### config.mk
export PLATFORM = sky130hd
export DESIGN_NAME = audio_play_ctrl_flat
export DESIGN_NICKNAME = d
export VERILOG_FILES = /design/src/rtl/karaoke_audio_pkg.sv /design/src/rtl/audio_play_ctrl_if.sv /design/src/rtl/vol_scale_sat.sv /design/src/rtl/audio_play_ctrl.sv /design/src/flat_wrapper.sv
export SDC_FILE = /design/constraint.sdc
export NUM_CORES = 1
export LEC_CHECK = 0
export BUFFER_PORTS_ARGS = -buffer_cell sky130_fd_sc_hd__buf_2
export CAP_MARGIN = 20
export CELL_PAD_IN_SITES_DETAIL_PLACEMENT = 0
export CELL_PAD_IN_SITES_GLOBAL_PLACEMENT = 1
export CORE_MARGIN = 2
export CORE_UTILIZATION = 52
export CTS_CLUSTER_SIZE = 24
export DETAILED_ROUTE_END_ITERATION = 7
export GPL_TIMING_DRIVEN = 0
export PLACE_DENSITY_LB_ADDON = 0.1
export SYNTH_ARGS = -nofsm -noshare
export SYNTH_HDL_FRONTEND = slang
export SYNTH_HIERARCHICAL = 1
export SYNTH_SLANG_ARGS = --single-unit
### constraint.sdc
create_clock -name clk -period 14.5 [get_ports clk]
set_clock_uncertainty 0.15 [all_clocks]
set_input_delay 1.45 -clock clk [delete_from_list [all_inputs] [get_ports clk]]
set_output_delay 1.45 -clock clk [all_outputs]
set_load 0.01 [all_outputs]
### src/rtl/karaoke_audio_pkg.sv
// Shared types, widths and the 16-bit saturation helper for the audio playback path.
package karaoke_audio_pkg;

  localparam int unsigned DEF_SAMPLE_W = 16;
  localparam int unsigned DEF_VOL_W    = 7;
  // signed sample times zero-extended volume code
  localparam int unsigned PROD_W       = DEF_SAMPLE_W + DEF_VOL_W + 1;

  typedef enum logic [1:0] {IDLE, PRIME, RUN} play_state_t;
  typedef enum logic [1:0] {V_IDLE, V_PEND, V_ACK} vol_state_t;

  // Clamp a scaled product into the signed 16-bit range.
  function automatic logic [15:0] sat16(input logic signed [PROD_W-1:0] r);
    logic [15:0] res;
    if (r > 24'sd32767) begin
      res = 16'h7FFF;
    end else if (r < -24'sd32768) begin
      res = 16'h8000;
    end else begin
      res = r[15:0];
    end
    return res;
  endfunction

endpackage

### src/rtl/audio_play_ctrl_if.sv
// FIFO stream, volume handshake and DAC output bundle of the playback controller.
interface audio_play_ctrl_if;
  import karaoke_audio_pkg::*;

  logic                    fifo_valid;
  logic [31:0]             fifo_data;
  logic                    fifo_ready;
  logic                    vol_req;
  logic [DEF_VOL_W-1:0]    vol_level;
  logic                    vol_set;
  logic                    vol_ready;
  logic [DEF_SAMPLE_W-1:0] dac_left;
  logic [DEF_SAMPLE_W-1:0] dac_right;
  logic                    dac_valid;

  // Playback controller side.
  modport slave (
    input  fifo_valid, fifo_data, vol_req, vol_level,
    output fifo_ready, vol_set, vol_ready, dac_left, dac_right, dac_valid
  );

  // SoC / FIFO / HPS side.
  modport master (
    output fifo_valid, fifo_data, vol_req, vol_level,
    input  fifo_ready, vol_set, vol_ready, dac_left, dac_right, dac_valid
  );
endinterface

### src/rtl/vol_scale_sat.sv
// One audio channel: registered volume multiply with arithmetic shift and saturation.
module vol_scale_sat
  import karaoke_audio_pkg::*;
#(
  parameter int unsigned VOL_SHIFT = 6
) (
  input  logic                    clk,
  input  logic                    reset,
  input  logic                    en,
  input  logic [DEF_SAMPLE_W-1:0] sample,
  input  logic [DEF_VOL_W-1:0]    vol,
  output logic [DEF_SAMPLE_W-1:0] dout
);

  logic signed [PROD_W-1:0] prod;
  logic signed [PROD_W-1:0] shifted;

  // Volume is unsigned, so it is zero-extended before the signed multiply.
  always_comb begin
    prod    = $signed(sample) * $signed({1'b0, vol});
    shifted = prod >>> VOL_SHIFT;
  end

  // Output register; holds its value between sample strobes.
  always_ff @(posedge clk) begin
    if (reset) begin
      dout <= '0;
    end else if (en) begin
      dout <= sat16(shifted);
    end
  end

endmodule

### src/rtl/audio_play_ctrl.sv
// Audio playback controller: drains the stereo FIFO at fs, gates on play_en, applies
// saturating volume and runs the HPS volume-update handshake.
module audio_play_ctrl
  import karaoke_audio_pkg::*;
#(
  parameter int unsigned VOL_SHIFT     = 6,
  parameter int unsigned VOL_DEFAULT   = 64,
  parameter int unsigned UCNT_W        = 16,
  parameter bit          FLUSH_ON_STOP = 1'b1
) (
  input  logic              clk,
  input  logic              reset,
  input  logic              sample_tick,
  input  logic              play_en,
  audio_play_ctrl_if.slave  bus,
  output logic              playing,
  output logic [UCNT_W-1:0] underrun_cnt
);

  play_state_t state_q, state_d;
  vol_state_t  vstate_q, vstate_d;

  logic [DEF_VOL_W-1:0]    vol_q, vol_d;
  logic [DEF_VOL_W-1:0]    pend_q, pend_d;
  logic [UCNT_W-1:0]       ucnt_q;
  logic [DEF_SAMPLE_W-1:0] s0_left_q, s0_right_q;
  logic [DEF_SAMPLE_W-1:0] sel_left, sel_right;
  logic                    s0_valid_q;
  logic                    dac_valid_q;
  logic                    xfer;
  logic                    underrun;

  // FIFO handshake, underrun detect and stage-0 sample select.
  always_comb begin
    bus.fifo_ready = sample_tick & ((state_q != IDLE) | FLUSH_ON_STOP);
    xfer           = bus.fifo_ready & bus.fifo_valid;
    underrun       = sample_tick & (state_q == RUN) & ~bus.fifo_valid;
    sel_left       = '0;
    sel_right      = '0;
    // Words flushed while idle are consumed but replaced by silence.
    if (xfer && (state_q != IDLE)) begin
      sel_left  = bus.fifo_data[31:16];
      sel_right = bus.fifo_data[15:0];
    end
  end

  // Main play FSM next state.
  always_comb begin
    state_d = state_q;
    if (!play_en) begin
      state_d = IDLE;
    end else begin
      unique case (state_q)
        IDLE:    state_d = PRIME;
        PRIME:   if (sample_tick && bus.fifo_valid) state_d = RUN;
        RUN:     state_d = RUN;
        default: state_d = IDLE;
      endcase
    end
  end

  // Volume handshake FSM next state and commit of the pending volume.
  always_comb begin
    vstate_d = vstate_q;
    pend_d   = pend_q;
    vol_d    = vol_q;
    unique case (vstate_q)
      V_IDLE: begin
        if (bus.vol_req) begin
          pend_d   = bus.vol_level;
          vstate_d = V_PEND;
        end
      end
      V_PEND: begin
        // While running, commit only on a tick so a gain change lines up with a sample.
        if ((state_q != RUN) || sample_tick || !play_en) begin
          vol_d    = pend_q;
          vstate_d = V_ACK;
        end
      end
      V_ACK: begin
        if (!bus.vol_req) vstate_d = V_IDLE;
      end
      default: vstate_d = V_IDLE;
    endcase
  end

  // State, volume and underrun counter registers.
  always_ff @(posedge clk) begin
    if (reset) begin
      state_q  <= IDLE;
      vstate_q <= V_IDLE;
      vol_q    <= DEF_VOL_W'(VOL_DEFAULT);
      pend_q   <= DEF_VOL_W'(VOL_DEFAULT);
      ucnt_q   <= '0;
    end else begin
      state_q  <= state_d;
      vstate_q <= vstate_d;
      vol_q    <= vol_d;
      pend_q   <= pend_d;
      if (underrun && (ucnt_q != '1)) ucnt_q <= ucnt_q + 1'b1;
    end
  end

  // Stage-0 sample register and valid pipeline.
  always_ff @(posedge clk) begin
    if (reset) begin
      s0_valid_q  <= 1'b0;
      s0_left_q   <= '0;
      s0_right_q  <= '0;
      dac_valid_q <= 1'b0;
    end else begin
      s0_valid_q  <= sample_tick;
      dac_valid_q <= s0_valid_q;
      if (sample_tick) begin
        s0_left_q  <= sel_left;
        s0_right_q <= sel_right;
      end
    end
  end

  vol_scale_sat #(
    .VOL_SHIFT (VOL_SHIFT)
  ) u_scale_left (
    .clk    (clk),
    .reset  (reset),
    .en     (s0_valid_q),
    .sample (s0_left_q),
    .vol    (vol_q),
    .dout   (bus.dac_left)
  );

  vol_scale_sat #(
    .VOL_SHIFT (VOL_SHIFT)
  ) u_scale_right (
    .clk    (clk),
    .reset  (reset),
    .en     (s0_valid_q),
    .sample (s0_right_q),
    .vol    (vol_q),
    .dout   (bus.dac_right)
  );

  // Registered-state decodes driven out.
  always_comb begin
    bus.dac_valid = dac_valid_q;
    bus.vol_ready = (vstate_q == V_IDLE);
    bus.vol_set   = (vstate_q == V_ACK);
    playing       = (state_q == RUN);
    underrun_cnt  = ucnt_q;
  end

endmodule

### src/flat_wrapper.sv
// flat-port wrapper written by rule: the top's interface ports become plain ports
module audio_play_ctrl_flat import karaoke_audio_pkg::*;
#(
  parameter int unsigned VOL_SHIFT     = 6,
  parameter int unsigned VOL_DEFAULT   = 64,
  parameter int unsigned UCNT_W        = 16,
  parameter bit          FLUSH_ON_STOP = 1'b1
)
  (clk, reset, sample_tick, play_en, playing, underrun_cnt, bus_fifo_valid, bus_fifo_data, bus_vol_req, bus_vol_level, bus_fifo_ready, bus_vol_set, bus_vol_ready, bus_dac_left, bus_dac_right, bus_dac_valid);
  audio_play_ctrl_if bus_i ();
  input  logic clk;
  input  logic reset;
  input  logic sample_tick;
  input  logic play_en;
  output logic playing;
  output logic [UCNT_W-1:0] underrun_cnt;
  input wire logic [$bits(bus_i.fifo_valid)-1:0] bus_fifo_valid;
  input wire logic [$bits(bus_i.fifo_data)-1:0] bus_fifo_data;
  input wire logic [$bits(bus_i.vol_req)-1:0] bus_vol_req;
  input wire logic [$bits(bus_i.vol_level)-1:0] bus_vol_level;
  output wire logic [$bits(bus_i.fifo_ready)-1:0] bus_fifo_ready;
  output wire logic [$bits(bus_i.vol_set)-1:0] bus_vol_set;
  output wire logic [$bits(bus_i.vol_ready)-1:0] bus_vol_ready;
  output wire logic [$bits(bus_i.dac_left)-1:0] bus_dac_left;
  output wire logic [$bits(bus_i.dac_right)-1:0] bus_dac_right;
  output wire logic [$bits(bus_i.dac_valid)-1:0] bus_dac_valid;
  assign bus_i.fifo_valid = bus_fifo_valid;
  assign bus_i.fifo_data = bus_fifo_data;
  assign bus_i.vol_req = bus_vol_req;
  assign bus_i.vol_level = bus_vol_level;
  assign bus_fifo_ready = bus_i.fifo_ready;
  assign bus_vol_set = bus_i.vol_set;
  assign bus_vol_ready = bus_i.vol_ready;
  assign bus_dac_left = bus_i.dac_left;
  assign bus_dac_right = bus_i.dac_right;
  assign bus_dac_valid = bus_i.dac_valid;
  audio_play_ctrl #(.VOL_SHIFT(VOL_SHIFT), .VOL_DEFAULT(VOL_DEFAULT), .UCNT_W(UCNT_W), .FLUSH_ON_STOP(FLUSH_ON_STOP)) u_core (.clk(clk), .reset(reset), .sample_tick(sample_tick), .play_en(play_en), .bus(bus_i), .playing(playing), .underrun_cnt(underrun_cnt));
endmodule
==> impl_metrics.xml <==
<?xml version="1.0" encoding="UTF-8"?>
<metrics>
  <group name="drt">
    <metric name="via_count" unit="">9691</metric>
    <metric name="routed_via_density" unit="">5.27</metric>
    <metric name="first_iter_violations" unit="">481</metric>
    <metric name="antenna_violating_nets_post_route" unit="">0</metric>
    <metric name="drt_pre_antenna_iters" unit="">5</metric>
    <metric name="route.detailed.drc" unit="">0</metric>
    <metric name="routed_wire_length_per_instance" unit="um">15.3</metric>
    <metric name="final_wl" unit="mm">28.2</metric>
  </group>
  <group name="global_route">
    <metric name="gr-max-usage-layer" unit="">met2</metric>
    <metric name="grtUsageMet2" unit="%">36.8</metric>
    <metric name="grt_overflow" unit="">0</metric>
    <metric name="grt_pass1_wl" unit="mm">47.3</metric>
    <metric name="met1_usage" unit="%">35.7</metric>
    <metric name="first_global_vias" unit="">9467</metric>
    <metric name="grt.met3_usage" unit="%">3.62</metric>
    <metric name="grt_start_max_net_pins" unit="">19</metric>
    <metric name="globalRouteTotalUtil" unit="%">23.9</metric>
    <metric name="grt_antenna_before_repair" unit="">2</metric>
  </group>
  <group name="placement">
    <metric name="post-place-cells" unit="">1823</metric>
    <metric name="io_buffers" unit="">96</metric>
    <metric name="hpwl" unit="mm">22.5</metric>
    <metric name="gp_congestion" unit="">0.865</metric>
  </group>
  <group name="clocking">
    <metric name="cts-buffers-inserted" unit="">9</metric>
    <metric name="clk_transition_reported_paths" unit="ns">0.08</metric>
    <metric name="cts_tree" unit="">yes</metric>
    <metric name="cts.repair_timing.setup_buffer_count" unit="">0</metric>
    <metric name="insertion_delay" unit="ns">0.36</metric>
    <metric name="ctsLongestPathBuffers" unit="">2</metric>
    <metric name="cts.htree.levels" unit="">3</metric>
    <metric name="cts_repair_resize_count" unit="">0</metric>
    <metric name="cts_root_buf" unit="">sky130_fd_sc_hd__clkbuf_16</metric>
    <metric name="holdBufCountCts" unit="">0</metric>
    <metric name="clock_sinks" unit="">100</metric>
  </group>
  <group name="setup_path">
    <metric name="crit_top_cell" unit="">sky130_fd_sc_hd__fa_1</metric>
    <metric name="critPathLaunchType" unit="">flop</metric>
    <metric name="reg2reg_to" unit="">u_core/u_scale_right/dout[13]</metric>
    <metric name="timing.rr.start" unit="">u_core/vol_q[2]</metric>
    <metric name="cp_data_arrival_time" unit="ns">6.43</metric>
    <metric name="cp.required" unit="ns">14.56</metric>
    <metric name="setup.worst_path.class" unit="">flop to flop</metric>
    <metric name="worstSetupEndpointType" unit="">flop</metric>
    <metric name="worst-path-max-fanout" unit="">15</metric>
    <metric name="r2r.worst_path.cells" unit="">19</metric>
    <metric name="regToRegSetupSlack" unit="ns">8.14</metric>
    <metric name="cp_cell_instances" unit="">clkbuf_1 &gt; nand2_1 &gt; fa_1 &gt; fa_1 &gt; inv_1 &gt; fa_1 &gt; inv_1 &gt; fa_1 &gt; inv_1 &gt; ha_1 &gt; and4_1 &gt; and2_1 &gt; o21a_1 &gt; or3_1 &gt; o22ai_2 &gt; a22oi_1 &gt; a21oi_2 &gt; buf_4 &gt; a211oi_2</metric>
    <metric name="critical_path.slowest_cell" unit="">sky130_fd_sc_hd__dfxtp_1</metric>
    <metric name="cp_slowest_stage_delay" unit="ns">0.77</metric>
  </group>
  <group name="timing">
    <metric name="worst_slew_margin_rel" unit="%">50.4</metric>
    <metric name="rsz0062_at_grt" unit="">no</metric>
    <metric name="final-max-slew-violation-count" unit="">0</metric>
    <metric name="setup-tns-final" unit="ns">0</metric>
    <metric name="hold_violations" unit="">0</metric>
    <metric name="report.final.setup_viol" unit="">0</metric>
    <metric name="max_slew.worst_pin.slew" unit="ns">0.743</metric>
    <metric name="fmax" unit="GHz">0.157</metric>
    <metric name="finalCriticalPeriod" unit="ns">6.36</metric>
    <metric name="timing.final.crit_share" unit="%">43.9</metric>
  </group>
  <group name="die">
    <metric name="die_width" unit="um">159</metric>
    <metric name="initial_utilization" unit="%">52.9</metric>
    <metric name="vertical_extent_of_the_die" unit="um">159</metric>
    <metric name="dieArea" unit="um2">25200</metric>
    <metric name="core_area" unit="um2">23500</metric>
    <metric name="ios" unit="">98</metric>
    <metric name="fp-row-count" unit="">56</metric>
  </group>
  <group name="yosys">
    <metric name="compound_gate_fraction_of_synth_area" unit="%">11.5</metric>
    <metric name="yosysWarnings" unit="">6</metric>
    <metric name="synthDistinctLibCells" unit="">75</metric>
    <metric name="synth_top_family_by_area" unit="">adder cells</metric>
    <metric name="synth_enable_flop_cells" unit="">0</metric>
    <metric name="yosys.area_share.xor_xnor" unit="%">2.89</metric>
    <metric name="netlist_instances" unit="">1408</metric>
    <metric name="synth.ff_latch_count" unit="">100</metric>
    <metric name="synth.mux.area_fraction" unit="%">1.57</metric>
    <metric name="yosys_most_used_dff" unit="">sky130_fd_sc_hd__dfxtp_1</metric>
    <metric name="synth-simple-area-share" unit="%">21.4</metric>
    <metric name="asyncSetResetFlopFracSynth" unit="%">0</metric>
    <metric name="syn_area" unit="um2">12400</metric>
    <metric name="post_synth_fa_ha_maj_area_fraction" unit="%">37.0</metric>
    <metric name="synth_sequential_area_ratio" unit="%">16.1</metric>
    <metric name="synthesis.area_per_instance" unit="um2">8.83</metric>
    <metric name="synth.net_count" unit="">1719</metric>
  </group>
  <group name="min_path">
    <metric name="min-delay-start" unit="">u_core/u_scale_right/dout[15]</metric>
    <metric name="worstHoldEndpoint" unit="">u_core/u_scale_right/dout[15]</metric>
    <metric name="timing.hold.worst.class" unit="">flop to flop</metric>
    <metric name="number_of_cells_on_the_worst_hold_path" unit="">2</metric>
  </group>
  <group name="job">
    <metric name="max_cap_violations" unit="">0</metric>
  </group>
  <group name="run_status">
    <metric name="outcome" unit="">finished, final reports clean</metric>
  </group>
  <group name="finish">
    <metric name="post_route_cells_drive_above_1_share" unit="%">12.1</metric>
    <metric name="finish.utilization" unit="%">58.0</metric>
    <metric name="finalNonFillerCells" unit="">1839</metric>
    <metric name="layout.nets" unit="">1826</metric>
    <metric name="syn2layout_area_growth" unit="%">9.54</metric>
    <metric name="insertedDiodeCount" unit="">0</metric>
  </group>
  <group name="power_and_ir_drop">
    <metric name="vdd_ir_drop_max" unit="mV">0.0638</metric>
    <metric name="power.density" unit="nW/um2">46.6</metric>
    <metric name="power.static_leakage" unit="nW">6.86</metric>
  </group>
</metrics>
per-layer routing:
layer / vias to the layer above / share of wire, %
met5: - / 0.096
li1: 4657 / -
met1: 4774 / 49
met2: 231 / 44
met3: 25 / 5.8
met4: 4 / 1.3
final cells by class:
class | instances | area (um2)
tap | 319 | 399
multi-input combinational | 1011 | 9260
clock inverter | 6 | 77.6
buffer | 43 | 215
fill | 2211 | 9860
sequential | 100 | 2000
timing repair buffer | 96 | 480
clock buffer | 10 | 229
inverter | 254 | 953
synthesized netlist by cell type, types with 17 or more instances:
master	n	area, um2
sky130_fd_sc_hd__fa_1	170	3400
sky130_fd_sc_hd__clkbuf_1	30	113
sky130_fd_sc_hd__nand2_1	85	319
sky130_fd_sc_hd__inv_1	254	953
sky130_fd_sc_hd__dfxtp_1	100	2000
sky130_fd_sc_hd__ha_1	96	1200
sky130_fd_sc_hd__nor2b_1	41	257
sky130_fd_sc_hd__a21oi_1	75	375
sky130_fd_sc_hd__xnor2_1	32	280
sky130_fd_sc_hd__a211oi_2	23	288
sky130_fd_sc_hd__mux2i_1	18	180
sky130_fd_sc_hd__o21ai_0	17	85.1
sky130_fd_sc_hd__nor2_1	99	372
sky130_fd_sc_hd__and2_1	183	1140
registers in the layout, indices dropped and copies added, names as in the netlist, 2 cells and up:
signal,cells
u_core/state_q,2
u_core/s0_left_q,16
u_core/underrun_cnt,16
u_core/u_scale_right/dout,16
u_core/u_scale_left/dout,16
u_core/vstate_q,2
u_core/vol_q,7
u_core/pend_q,7
u_core/s0_right_q,16
power breakdown:
part           total (mW)  internal, mW  switching (mW)  leakage [nW]
combinational      0.0773        0.0313          0.0460          5.90
clock               0.263         0.138           0.125         0.148
sequential          0.294         0.284         0.00988         0.814
through the flow:
step | setup WS, ns | area, um2 | power [mW] | hold WS [ns]
final | 8.14 | 13600 | 0.634 | 0.325
after global routing | 7.92 | 13600 | 0.662 | 0.353
after CTS | 8.25 | 13600 | 0.642 | 0.322
after detailed placement | 8.30 | 13300 | 0.377 | 0.312
after global placement | 8.36 | 13300 | 0.376 | 0.301
after floorplan | 9.20 | 12400 | 0.347 | 0.290
cells in the final DEF, fill, tap and decap left out, types with 3 or more instances in the layout:
| master | synthesis | routed |
|---|---|---|
| sky130_fd_sc_hd__a211oi_1 | 12 | 12 |
| sky130_fd_sc_hd__a211oi_2 | 23 | 23 |
| sky130_fd_sc_hd__a21o_1 | 8 | 8 |
| sky130_fd_sc_hd__a21oi_1 | 75 | 75 |
| sky130_fd_sc_hd__a21oi_2 | 6 | 6 |
| sky130_fd_sc_hd__a31oi_1 | 5 | 5 |
| sky130_fd_sc_hd__and2_1 | 183 | 183 |
| sky130_fd_sc_hd__and3_1 | 5 | 5 |
| sky130_fd_sc_hd__and4_1 | 3 | 3 |
| sky130_fd_sc_hd__buf_2 | 3 | 99 |
| sky130_fd_sc_hd__buf_4 | 3 | 3 |
| sky130_fd_sc_hd__buf_6 | 4 | 4 |
| sky130_fd_sc_hd__clkbuf_1 | 30 | 31 |
| sky130_fd_sc_hd__clkbuf_16 | 0 | 9 |
| sky130_fd_sc_hd__dfxtp_1 | 100 | 100 |
| sky130_fd_sc_hd__fa_1 | 170 | 170 |
| sky130_fd_sc_hd__ha_1 | 96 | 96 |
| sky130_fd_sc_hd__inv_1 | 254 | 254 |
| sky130_fd_sc_hd__mux2i_1 | 18 | 18 |
| sky130_fd_sc_hd__nand2_1 | 85 | 85 |
| sky130_fd_sc_hd__nand2_2 | 10 | 10 |
| sky130_fd_sc_hd__nand3_1 | 12 | 12 |
| sky130_fd_sc_hd__nand4_1 | 5 | 5 |
| sky130_fd_sc_hd__nand4_2 | 3 | 3 |
| sky130_fd_sc_hd__nand4b_1 | 3 | 3 |
| sky130_fd_sc_hd__nor2_1 | 99 | 99 |
| sky130_fd_sc_hd__nor2b_1 | 41 | 41 |
| sky130_fd_sc_hd__nor3_1 | 9 | 9 |
| sky130_fd_sc_hd__nor4_1 | 3 | 3 |
| sky130_fd_sc_hd__o21a_1 | 4 | 4 |
| sky130_fd_sc_hd__o21ai_0 | 17 | 17 |
| sky130_fd_sc_hd__o21ai_1 | 7 | 7 |
| sky130_fd_sc_hd__o21bai_1 | 5 | 5 |
| sky130_fd_sc_hd__o31ai_1 | 7 | 7 |
| sky130_fd_sc_hd__or3_1 | 7 | 7 |
| sky130_fd_sc_hd__or4_1 | 7 | 7 |
| sky130_fd_sc_hd__xnor2_1 | 32 | 32 |
| sky130_fd_sc_hd__xor2_1 | 9 | 9 |
critical path, delay by kind of cell, from the launching register on:
family / cells / cell delay, ns
AO/OA/AOI/OAI: 5 / 0.97
flip-flops: 1 / 0.77
adder cells (fa/ha/maj): 5 / 2.38
AND/OR/NAND/NOR: 4 / 1.01
buffers and inverters: 5 / 0.94
worst max path at each step:
stage               depth (start not counted)                             to  slack [ns]             from
floorplan                                  19   u_core/u_scale_right/dout[0]        9.20  u_core/vol_q[2]
global placement                           18  u_core/u_scale_right/dout[12]        8.36  u_core/vol_q[3]
detailed placement                         19  u_core/u_scale_right/dout[13]        8.30  u_core/vol_q[2]
CTS                                        19  u_core/u_scale_right/dout[13]        8.25  u_core/vol_q[2]
global route                               19   u_core/u_scale_right/dout[0]        7.92  u_core/vol_q[2]
finish                                     19  u_core/u_scale_right/dout[13]        8.14  u_core/vol_q[2]
kinds of logic (layout without fill, tap and decap cells):
group           after synthesis  count (layout)
simple gates                489             489
xor+xnor                     41              41
mux                          19              19
buf+inv                     297             409
compound gates              196             196
flops                       100             100
fa+ha+maj                   266             266
No activity file was read; power rests on OpenSTA's default activity.
